## config.mk

```make
export PLATFORM = sky130hd
export DESIGN_NAME = fetch_unit_flat
export DESIGN_NICKNAME = d
export VERILOG_FILES = /design/src/rtl/fetch_unit_if.sv /design/src/rtl/fetch_unit.sv /design/src/flat_wrapper.sv
export SDC_FILE = /design/constraint.sdc
export NUM_CORES = 1
export LEC_CHECK = 0
export CAP_MARGIN = 5
export CORE_AREA = 2 2 156 158
export DETAILED_ROUTE_END_ITERATION = 8
export DIE_AREA = 0 0 158 160
export PLACE_DENSITY = 0.9
export REMOVE_ABC_BUFFERS = 1
export SYNTH_ARGS = -nofsm -noshare
export SYNTH_HDL_FRONTEND = slang
export SYNTH_SLANG_ARGS = --single-unit
```

## constraint.sdc

```tcl
create_clock -name clk -period 4.1 [get_ports clk]
set_input_delay 0.615 -clock clk [delete_from_list [all_inputs] [get_ports clk]]
set_output_delay 0.615 -clock clk [all_outputs]
set_load 0.02 [all_outputs]
```

## src/rtl/fetch_unit_if.sv

```systemverilog
// Fetch front-end bus: instruction-memory port, redirect input and decode handshake.
// The master side is the fetch unit; the slave side is memory, branch unit and decode.
`timescale 1ns/1ps
interface fetch_unit_if #(
    parameter int XLEN = 32
);
    logic            imem_req;
    logic [XLEN-1:0] imem_addr;
    logic [31:0]     imem_rdata;

    logic            redirect_valid;
    logic [XLEN-1:0] redirect_pc;

    logic            out_valid;
    logic            out_ready;
    logic [31:0]     out_instr;
    logic [XLEN-1:0] out_pc;

    modport master (
        output imem_req, imem_addr,
        input  imem_rdata,
        input  redirect_valid, redirect_pc,
        output out_valid, out_instr, out_pc,
        input  out_ready
    );

    modport slave (
        input  imem_req, imem_addr,
        output imem_rdata,
        output redirect_valid, redirect_pc,
        input  out_valid, out_instr, out_pc,
        output out_ready
    );
endinterface

```

## src/rtl/fetch_unit.sv

```systemverilog
// Instruction-fetch front end: PC generation, one-deep request pipeline to a synchronous
// instruction memory, and a prefetch FIFO of {pc, instr} presented to decode.
`timescale 1ns/1ps
module fetch_unit #(
    parameter int              XLEN       = 32,
    parameter logic [XLEN-1:0] PC_RESET   = '0,
    parameter int              FIFO_DEPTH = 4
) (
    input  logic         clk,
    input  logic         reset,
    fetch_unit_if.master bus
);
    localparam int PTR_W = $clog2(FIFO_DEPTH);
    localparam int CNT_W = $clog2(FIFO_DEPTH + 1);
    localparam int OCC_W = CNT_W + 1;

    logic [XLEN-1:0]  pc_q;
    logic [XLEN-1:0]  inflight_pc_q;
    logic             inflight_q;
    logic             kill_q;

    logic [XLEN-1:0]  fifo_pc    [FIFO_DEPTH];
    logic [31:0]      fifo_instr [FIFO_DEPTH];
    logic [PTR_W-1:0] rd_ptr_q;
    logic [PTR_W-1:0] wr_ptr_q;
    logic [CNT_W-1:0] count_q;

    logic             pop;
    logic             push;
    logic             issue;
    logic [OCC_W-1:0] occupancy;

    assign bus.out_valid = (count_q != '0);
    assign pop           = bus.out_valid & bus.out_ready;
    assign push          = inflight_q & ~kill_q & ~bus.redirect_valid;

    // Credit check: a request is only issued if its response is guaranteed a FIFO slot.
    assign occupancy = OCC_W'(count_q) + OCC_W'(inflight_q) - OCC_W'(pop);
    assign issue     = ~reset & ~bus.redirect_valid & (occupancy < OCC_W'(FIFO_DEPTH));

    assign bus.imem_req  = issue;
    assign bus.imem_addr = pc_q;

    assign bus.out_instr = bus.out_valid ? fifo_instr[rd_ptr_q] : '0;
    assign bus.out_pc    = bus.out_valid ? fifo_pc[rd_ptr_q]    : '0;

    // NOTE: registers use <= so every flop samples pre-edge values regardless of statement order.
    always_ff @(posedge clk) begin
        if (reset) begin
            pc_q          <= PC_RESET;
            inflight_pc_q <= '0;
            inflight_q    <= 1'b0;
            kill_q        <= 1'b0;
            rd_ptr_q      <= '0;
            wr_ptr_q      <= '0;
            count_q       <= '0;
        end else begin
            kill_q     <= bus.redirect_valid & inflight_q;
            inflight_q <= issue;
            if (issue) begin
                pc_q          <= pc_q + XLEN'(4);
                inflight_pc_q <= pc_q;
            end
            // Redirect flushes everything; a pop in the same cycle has already been taken by decode.
            if (bus.redirect_valid) begin
                pc_q     <= bus.redirect_pc & ~XLEN'(3);
                rd_ptr_q <= '0;
                wr_ptr_q <= '0;
                count_q  <= '0;
            end else begin
                if (push) wr_ptr_q <= wr_ptr_q + PTR_W'(1);
                if (pop)  rd_ptr_q <= rd_ptr_q + PTR_W'(1);
                count_q <= count_q + CNT_W'(push) - CNT_W'(pop);
            end
        end
    end

    // NOTE: the storage array is deliberately not reset; out_valid gates the head so stale words never escape.
    always_ff @(posedge clk) begin
        if (push) begin
            fifo_pc[wr_ptr_q]    <= inflight_pc_q;
            fifo_instr[wr_ptr_q] <= bus.imem_rdata;
        end
    end
endmodule
```

## src/flat_wrapper.sv

```systemverilog
// flat-port wrapper written by rule: the top's interface ports become plain ports
module fetch_unit_flat 
#(
    parameter int              XLEN       = 32,
    parameter logic [XLEN-1:0] PC_RESET   = '0,
    parameter int              FIFO_DEPTH = 4
)
  (clk, reset, bus_imem_req, bus_imem_addr, bus_imem_rdata, bus_redirect_valid, bus_redirect_pc, bus_out_valid, bus_out_instr, bus_out_pc, bus_out_ready);
  fetch_unit_if #(.XLEN(XLEN)) bus_i ();
  input  logic clk;
  input  logic reset;
  output wire logic [$bits(bus_i.imem_req)-1:0] bus_imem_req;
  output wire logic [$bits(bus_i.imem_addr)-1:0] bus_imem_addr;
  input wire logic [$bits(bus_i.imem_rdata)-1:0] bus_imem_rdata;
  input wire logic [$bits(bus_i.redirect_valid)-1:0] bus_redirect_valid;
  input wire logic [$bits(bus_i.redirect_pc)-1:0] bus_redirect_pc;
  output wire logic [$bits(bus_i.out_valid)-1:0] bus_out_valid;
  output wire logic [$bits(bus_i.out_instr)-1:0] bus_out_instr;
  output wire logic [$bits(bus_i.out_pc)-1:0] bus_out_pc;
  input wire logic [$bits(bus_i.out_ready)-1:0] bus_out_ready;
  assign bus_imem_req = bus_i.imem_req;
  assign bus_imem_addr = bus_i.imem_addr;
  assign bus_i.imem_rdata = bus_imem_rdata;
  assign bus_i.redirect_valid = bus_redirect_valid;
  assign bus_i.redirect_pc = bus_redirect_pc;
  assign bus_out_valid = bus_i.out_valid;
  assign bus_out_instr = bus_i.out_instr;
  assign bus_out_pc = bus_i.out_pc;
  assign bus_i.out_ready = bus_out_ready;
  fetch_unit #(.XLEN(XLEN), .PC_RESET(PC_RESET), .FIFO_DEPTH(FIFO_DEPTH)) u_core (.clk(clk), .reset(reset), .bus(bus_i));
endmodule
```

==> results.cfg <==
[grt]
grt_pass1_wl_um = 41200
grt_use_total_pct = 21.2
antenna_found_initial = 0
overflow = 0
grt_max_degree = 66
grt_pass1_vias = 7460

[layout]
area_growth_pct = 23.3
final_cells = 1300
fin_nets = 1029
antenna_cells = 0
num-fill-cells = 1648
drive_gt1_share_pct = 14.8

[worst_setup_path]
worstPathMaxFanout = 5
crit_top_cell = clkdlybuf4s50_1
cpLargestDelayFamily = buffers and inverters
rrSetupSlack_ns = 1.02
r2r_cells = 11
cp.depth = 8
worstReg2RegEnd = u_core.bus.imem_addr[25]$_SDFFE_PP0P_
endpoint_kind = output port
critPathLaunchType = input pin
crit_start = bus_out_ready
critPathMaxStageDelay_ns = 0.63
worstPathRequired_ns = 3.48
critPathBufInv = 2
critPathSlowestCell = clkdlybuf4s50_1
crit_chain = clkdlybuf4s50_1 > nand2_1 > or2_2 > ha_1 > and2_1 > a2111o_1 > a21oi_4 > clkdlybuf4s50_1
worstSetupPathType = in -> out
worstPathArrival_ns = 3.25
rr_startpoint = u_core.count_q[1]$_SDFF_PN0_
crit_end = bus_imem_req

[pwr]
power_per_cell_area_nw_per_um2 = 438
netSwitchingFraction_pct = 21.9
leakagePower_uw = 0.00512
pwr-share-seq_pct = 52.3
p_clk_share_pct = 39.5
p_comb_share_pct = 8.2
power.switching_uw = 1520
p_int_uw = 5410
max-vdd-ir-drop_v = 0.000303

[clocking]
cts_tree = done
post-cts-setup-buffers = 0
numClockSinks = 319
root_buffer = clkbuf_16
clk_latency_ns = 0.54
numCtsBuffers = 31
path_clk_slew_ns = 0.06
cts_resized = 0
h-tree-depth = 1
cts_buffer_depth = 3
cts_hold_buf = 0

[floorplan]
core_um2 = 23800
io_pins = 166
die_x_um = 158
rows = 57
fp.dieH_um = 160
initial_core_util_pct = 53.8
die_area_um2 = 25300

[synthesis]
yosysUniqueCellTypes = 57
synth_area_leaders = edfxtp_1 (58%), dfxtp_1 (11%), mux4_2 (11%)
synth.cell_area_um2 = 12800
synth_most_common_cell = edfxtp_1
ys_seq_area_share_pct = 69.2
synth_seq_cells = 319
synth_top_area_cell = edfxtp_1
synth_edf_count = 248
ys.flop_type = edfxtp_1
syn-instance-count = 790
ys.warnings.count = 0
synthTopCellsByCount = edfxtp_1 (248), and2_1 (71), dfxtp_1 (71), mux4_2 (62), nor2_1 (61)
async_flop_share_pct = 0
synth_top_area_share_pct = 58.1
synth_area_per_cell_um2 = 16.2

[placement]
dp_cells = 1243
place_congestion = 0.815
hpwl_um = 16500
pre_cts_ws_ns = 0.247
port_buffers = 159

[hold_path]
hp-class = reg -> reg
hold_start = u_core.inflight_pc_q[27]$_SDFFE_PP0P_

[timing]
setup_viol = 0
fin_crit_ns = 3.86
slew_violations = 0
whs_ns = 0.508
layout_setup_ws_ns = 0.239
fin_worst_skew_ns = 0.0129
finalCritPeriodShare_pct = 94.2
fmax_ghz = 0.259
finalHoldViolCount = 0
tightest_slew_ns = 1.03
slew_headroom_pct = 31.6
rsz0062_at_grt = false

[drt]
wl_per_cell_um = 20.5
ant_nets = 0
viasPerCell = 5.68
drc = 0
drtPass1Iterations = 5
num_vias = 7384
wirelength_um = 26600
drt_iter0_drc = 496

[run_status]
run_status = completed

[run]
drv_cap = 0
[metal layers]
layer  routed length [um]  GRT usage [%]  vias to the layer above  share of wire, %
met5                    0              0                        -                 0
met4                  513           5.12                        0               1.9
met3                 1580           3.01                       45               5.9
met2                13100           35.5                      256                49
met1                11400           29.8                     3706                43
li1                     -              -                     3377                 -
[layout make-up]
cell class                 count  area, um2  area share [%]
tap                          324        405            2.56
sequential                   319       8880            56.1
timing repair buffer         178       1770            11.2
clock inverter                24        205            1.30
multi-input combinational    408       3710            23.5
inverter                      14       52.6           0.332
clock buffer                  33        793            5.02
[stage by stage]
stage | TNS [ns] | total power, uW | util, % | cell area [um2]
5_1_grt | 0 | 7160 | 66.4 | 15800
2_1_floorplan | -22.71 | 3960 | - | 12600
6_report | 0 | 6930 | 66.4 | 15800
4_1_cts | 0 | 6980 | 66.4 | 15800
3_3_place_gp | 0 | 4250 | 62.2 | 14800
3_5_place_dp | 0 | 4260 | 62.2 | 14800
[worst min path at each step]
stage                                      endpoint  slack, ns  cells past startpoint
floorplan           u_core.fifo_pc[0][10]$_DFFE_PP_       0.46                      0
global placement    u_core.fifo_pc[1][12]$_DFFE_PP_       0.48                      0
detailed placement   u_core.fifo_pc[0][7]$_DFFE_PP_       0.49                      0
CTS                  u_core.fifo_pc[1][6]$_DFFE_PP_       0.50                      0
global route         u_core.fifo_pc[1][7]$_DFFE_PP_       0.52                      0
finish              u_core.fifo_pc[0][27]$_DFFE_PP_       0.51                      0
[state kept, by name (all words and copies together), names as in the netlist, named ones only]
signal	flops
u_core.inflight_q	1
u_core.fifo_pc	120
u_core.fifo_instr	128
u_core.rd_ptr_q	2
u_core.wr_ptr_q	2
u_core.bus.imem_addr	30
u_core.count_q	3
u_core.inflight_pc_q	30
u_core.kill_q	1
[placed cells by master (no fill, tap or decap), types with 5 or more instances in the layout]
cell	n
a311oi_1	7
dfxtp_1	69
o21ai_0	5
clkinv_1	9
ha_1	8
a21oi_1	11
or4_1	5
xnor2_1	14
mux4_2	62
buf_4	16
nor2_1	61
edfxtp_1	248
and2_1	71
inv_1	13
nand3_1	19
nand4_1	6
clkinv_2	9
mux2i_1	33
nand2_1	22
clkdlybuf4s50_1	158
a211oi_1	14
clkbuf_16	31
[cell families (layout without fill, tap and decap cells)]
family                   count (synthesis)  in the layout  synth area share (%)
buffers and inverters                   66            249                  2.22
flip-flops                             319            319                  69.2
adder cells (fa/ha/maj)                  9              9                 0.937
AO/OA/AOI/OAI                           68             68                  4.08
AND/OR/NAND/NOR                        215            215                  8.94
multiplexers                            95             95                  13.5
other                                    1              4                0.0292
XOR/XNOR                                17             17                  1.16
[power groups by stage]
| stage | Combinational [uW] | Sequential [uW] | Clock, uW |
|---|---|---|---|
| after global routing | 605 | 3640 | 2920 |
| after CTS | 571 | 3630 | 2790 |
| after detailed placement | 568 | 3700 | 0 |
| final | 566 | 3630 | 2740 |
| after global placement | 556 | 3690 | 0 |
| after floorplan | 254 | 3700 | 0 |
Note: power is estimated with default switching activity, not from simulation.
==> RTL change: new RTL, same flow settings <==
`FIFO_DEPTH` is set to 4 in 2 places; all go to 2.
--- a/src/rtl/fetch_unit.sv
+++ b/src/rtl/fetch_unit.sv
@@ -6,3 +6,3 @@
     parameter logic [XLEN-1:0] PC_RESET   = '0,
-    parameter int              FIFO_DEPTH = 4
+    parameter int              FIFO_DEPTH = 2
 ) (
--- a/src/flat_wrapper.sv
+++ b/src/flat_wrapper.sv
@@ -5,3 +5,3 @@
     parameter logic [XLEN-1:0] PC_RESET   = '0,
-    parameter int              FIFO_DEPTH = 4
+    parameter int              FIFO_DEPTH = 2
 )
Formal check against the unedited RTL: not equivalent (Yosys sat finds a counterexample within 4 cycles, from zero or initial values and one cycle with reset high).
==> RTL change against the original RTL <==
  * Sequential cell count fell by 128
  * Area after synthesis shrank 40%
  * Worst hold slack worse by 0.054 ns
  * Power fell by 41%
  * Core utilization is 23 points lower
  * Via count down 25%
  * Sequential share of layout area shrank 6.9 points
  * Non-clock buffer count down 8
  * Wire length decreased by 29%
  * Global-route usage fell by 6.3 points
  * Final area shrank 35%
  * First-iteration DRC count fell by 28%
  * Worst setup slack gained 0.048 ns
  * Count of clock-buffer cells in the layout is 14 lower
  * Critical endpoint unchanged
  * Largest cell class unchanged
  * Largest power group unchanged
==> RTL change: results <==
[run_status]
outcome = finished, final reports clean

[final_layout]
reg_top3 = u_core.fifo_instr (64), u_core.fifo_pc (60)
drive_above_1_share = 0.0676
fin_nets = 873
nFillCells = 2205

[clock_tree]
cts_resized = 0
clkTransAtPathRegs_ns = 0.07
cts_buffers = 17
cts-htree-levels = 4
cts_setup_buffers = 0
clkLatencyLatePin_ns = 0.42
root_buffer = clkbuf_16
clk_path_buf_depth = 2

[route]
num_vias = 5527
drt-vias-per-instance = 4.85
wl_per_cell_um = 16.6
drt-initial-drc-count = 356
drt-pass1-iter-count = 5

[placement]
dpl.cell_count = 1107
pre_cts_slack_ns = 0.312
gp_congestion = 0.832
dp_hpwl_um = 12900

[critical_path]
rrSetupSlack_ns = 0.98
cp_max_fo = 12
crit_arrival_ns = 3.20

[yosys]
synth-edff-count = 124
ys_top_cells_by_count = 124 x edfxtp_1, 89 x nand2_1, 77 x nor2_1
synth.distinct_cells = 53
ys_warn_count = 0
synth_seq_area_share = 0.654
netlist_top_cells_area = edfxtp_1 48%, dfxtp_1 17%, mux2i_1 8.1%
synthCells = 655
async_reset_ff_frac = 0

[global_routing]
met1_usage = 0.181
grtUsageMet3 = 0.0437
antenna_found_initial = 0
grt_max_degree = 65
met2_usage = 0.251
grt_use_total = 0.149
grt_pass1_wl_um = 29000
grt_pass1_vias = 5382

[timing]
hold_ws_ns = 0.454
worst_pin_slew_ns = 0.996
fin_crit_ns = 3.81
skew_ns = 0.00979

[pwr]
p_switching_mw = 0.928
p_leak_nw = 3.30
peakVddDrop_v = 0.000171

[worst_hold_path]
hold_class = reg -> reg
-- RTL change: changes by cell type after synthesis, moves of 11 or more --
cell / delta
a21oi_1: +38
and2_1: -66
nor2_1: +16
a211oi_1: -14
mux2i_1: +30
nand2_1: +67
mux4_2: -62
a31oi_1: +11
edfxtp_1: -124
-- RTL change: layout make-up --
class                           count  area (um^2)  share of cell area
Clock buffer                       19          454              0.0441
Multi-Input combinational cell    415         2490               0.242
Inverter                            7         26.3             0.00255
Tap cell                          324          405              0.0393
Sequential cell                   191         5070               0.492
Timing Repair Buffer              170         1710               0.166
Antenna cell                        1         2.50            0.000243
Clock inverter                     12          146              0.0142
-- RTL change: worst paths after layout --
kind,startpoint,to,depth (start not counted)
max,bus_out_ready,bus_imem_req,8
min,u_core.inflight_pc_q[5],u_core.fifo_pc[0][5],0
max reg2reg,u_core.count_q[1],u_core.bus.imem_addr[16],12
min reg2reg,u_core.inflight_pc_q[5],u_core.fifo_pc[0][5],0
-- RTL change: power groups by stage --
stage,clock (mW),combinational [mW],sequential (mW)
2_1_floorplan,0,0.0955,2.19
3_3_place_gp,0,0.283,2.17
3_5_place_dp,0,0.289,2.18
4_1_cts,1.73,0.291,2.13
5_1_grt,1.79,0.310,2.14
6_report,1.68,0.288,2.13
-- RTL change: critical path, stage by stage --
cell and delay (ns):
clkdlybuf4s50_1 0.56, xor2_1 0.17, nand2_1 0.09, fa_1 0.39
xnor2_1 0.29, nand3_2 0.27, inv_1 0.17, clkdlybuf4s50_1 0.62
-- RTL change: per-stage QoR --
stage           util  total power, mW  setup TNS [ns]  instance area (um^2)
2_1_floorplan      -             2.28         -122.02                  7560
3_3_place_gp   0.407             2.46               0                  9700
3_5_place_dp   0.407             2.47               0                  9700
4_1_cts        0.432             4.15               0                 10300
5_1_grt        0.432             4.24               0                 10300
6_report       0.433             4.10               0                 10300
-- RTL change: cells by family (layout without fill, tap and decap cells) --
logic type / after synthesis / count (layout) / synth area share
buf+inv: 52 / 208 / 0.0286
simple gates: 236 / 236 / 0.140
fa+ha+maj: 3 / 3 / 0.00581
xor+xnor: 13 / 13 / 0.0147
other cells: 1 / 5 / 0.000484
mux: 64 / 64 / 0.0829
flops: 191 / 191 / 0.654
compound gates: 95 / 95 / 0.0738
-- RTL change: routing by layer --
layer	wire length, um	up-vias
li1	-	2669
met1	7960	2645
met2	9260	187
met3	1390	26
met4	360	0
met5	0	-
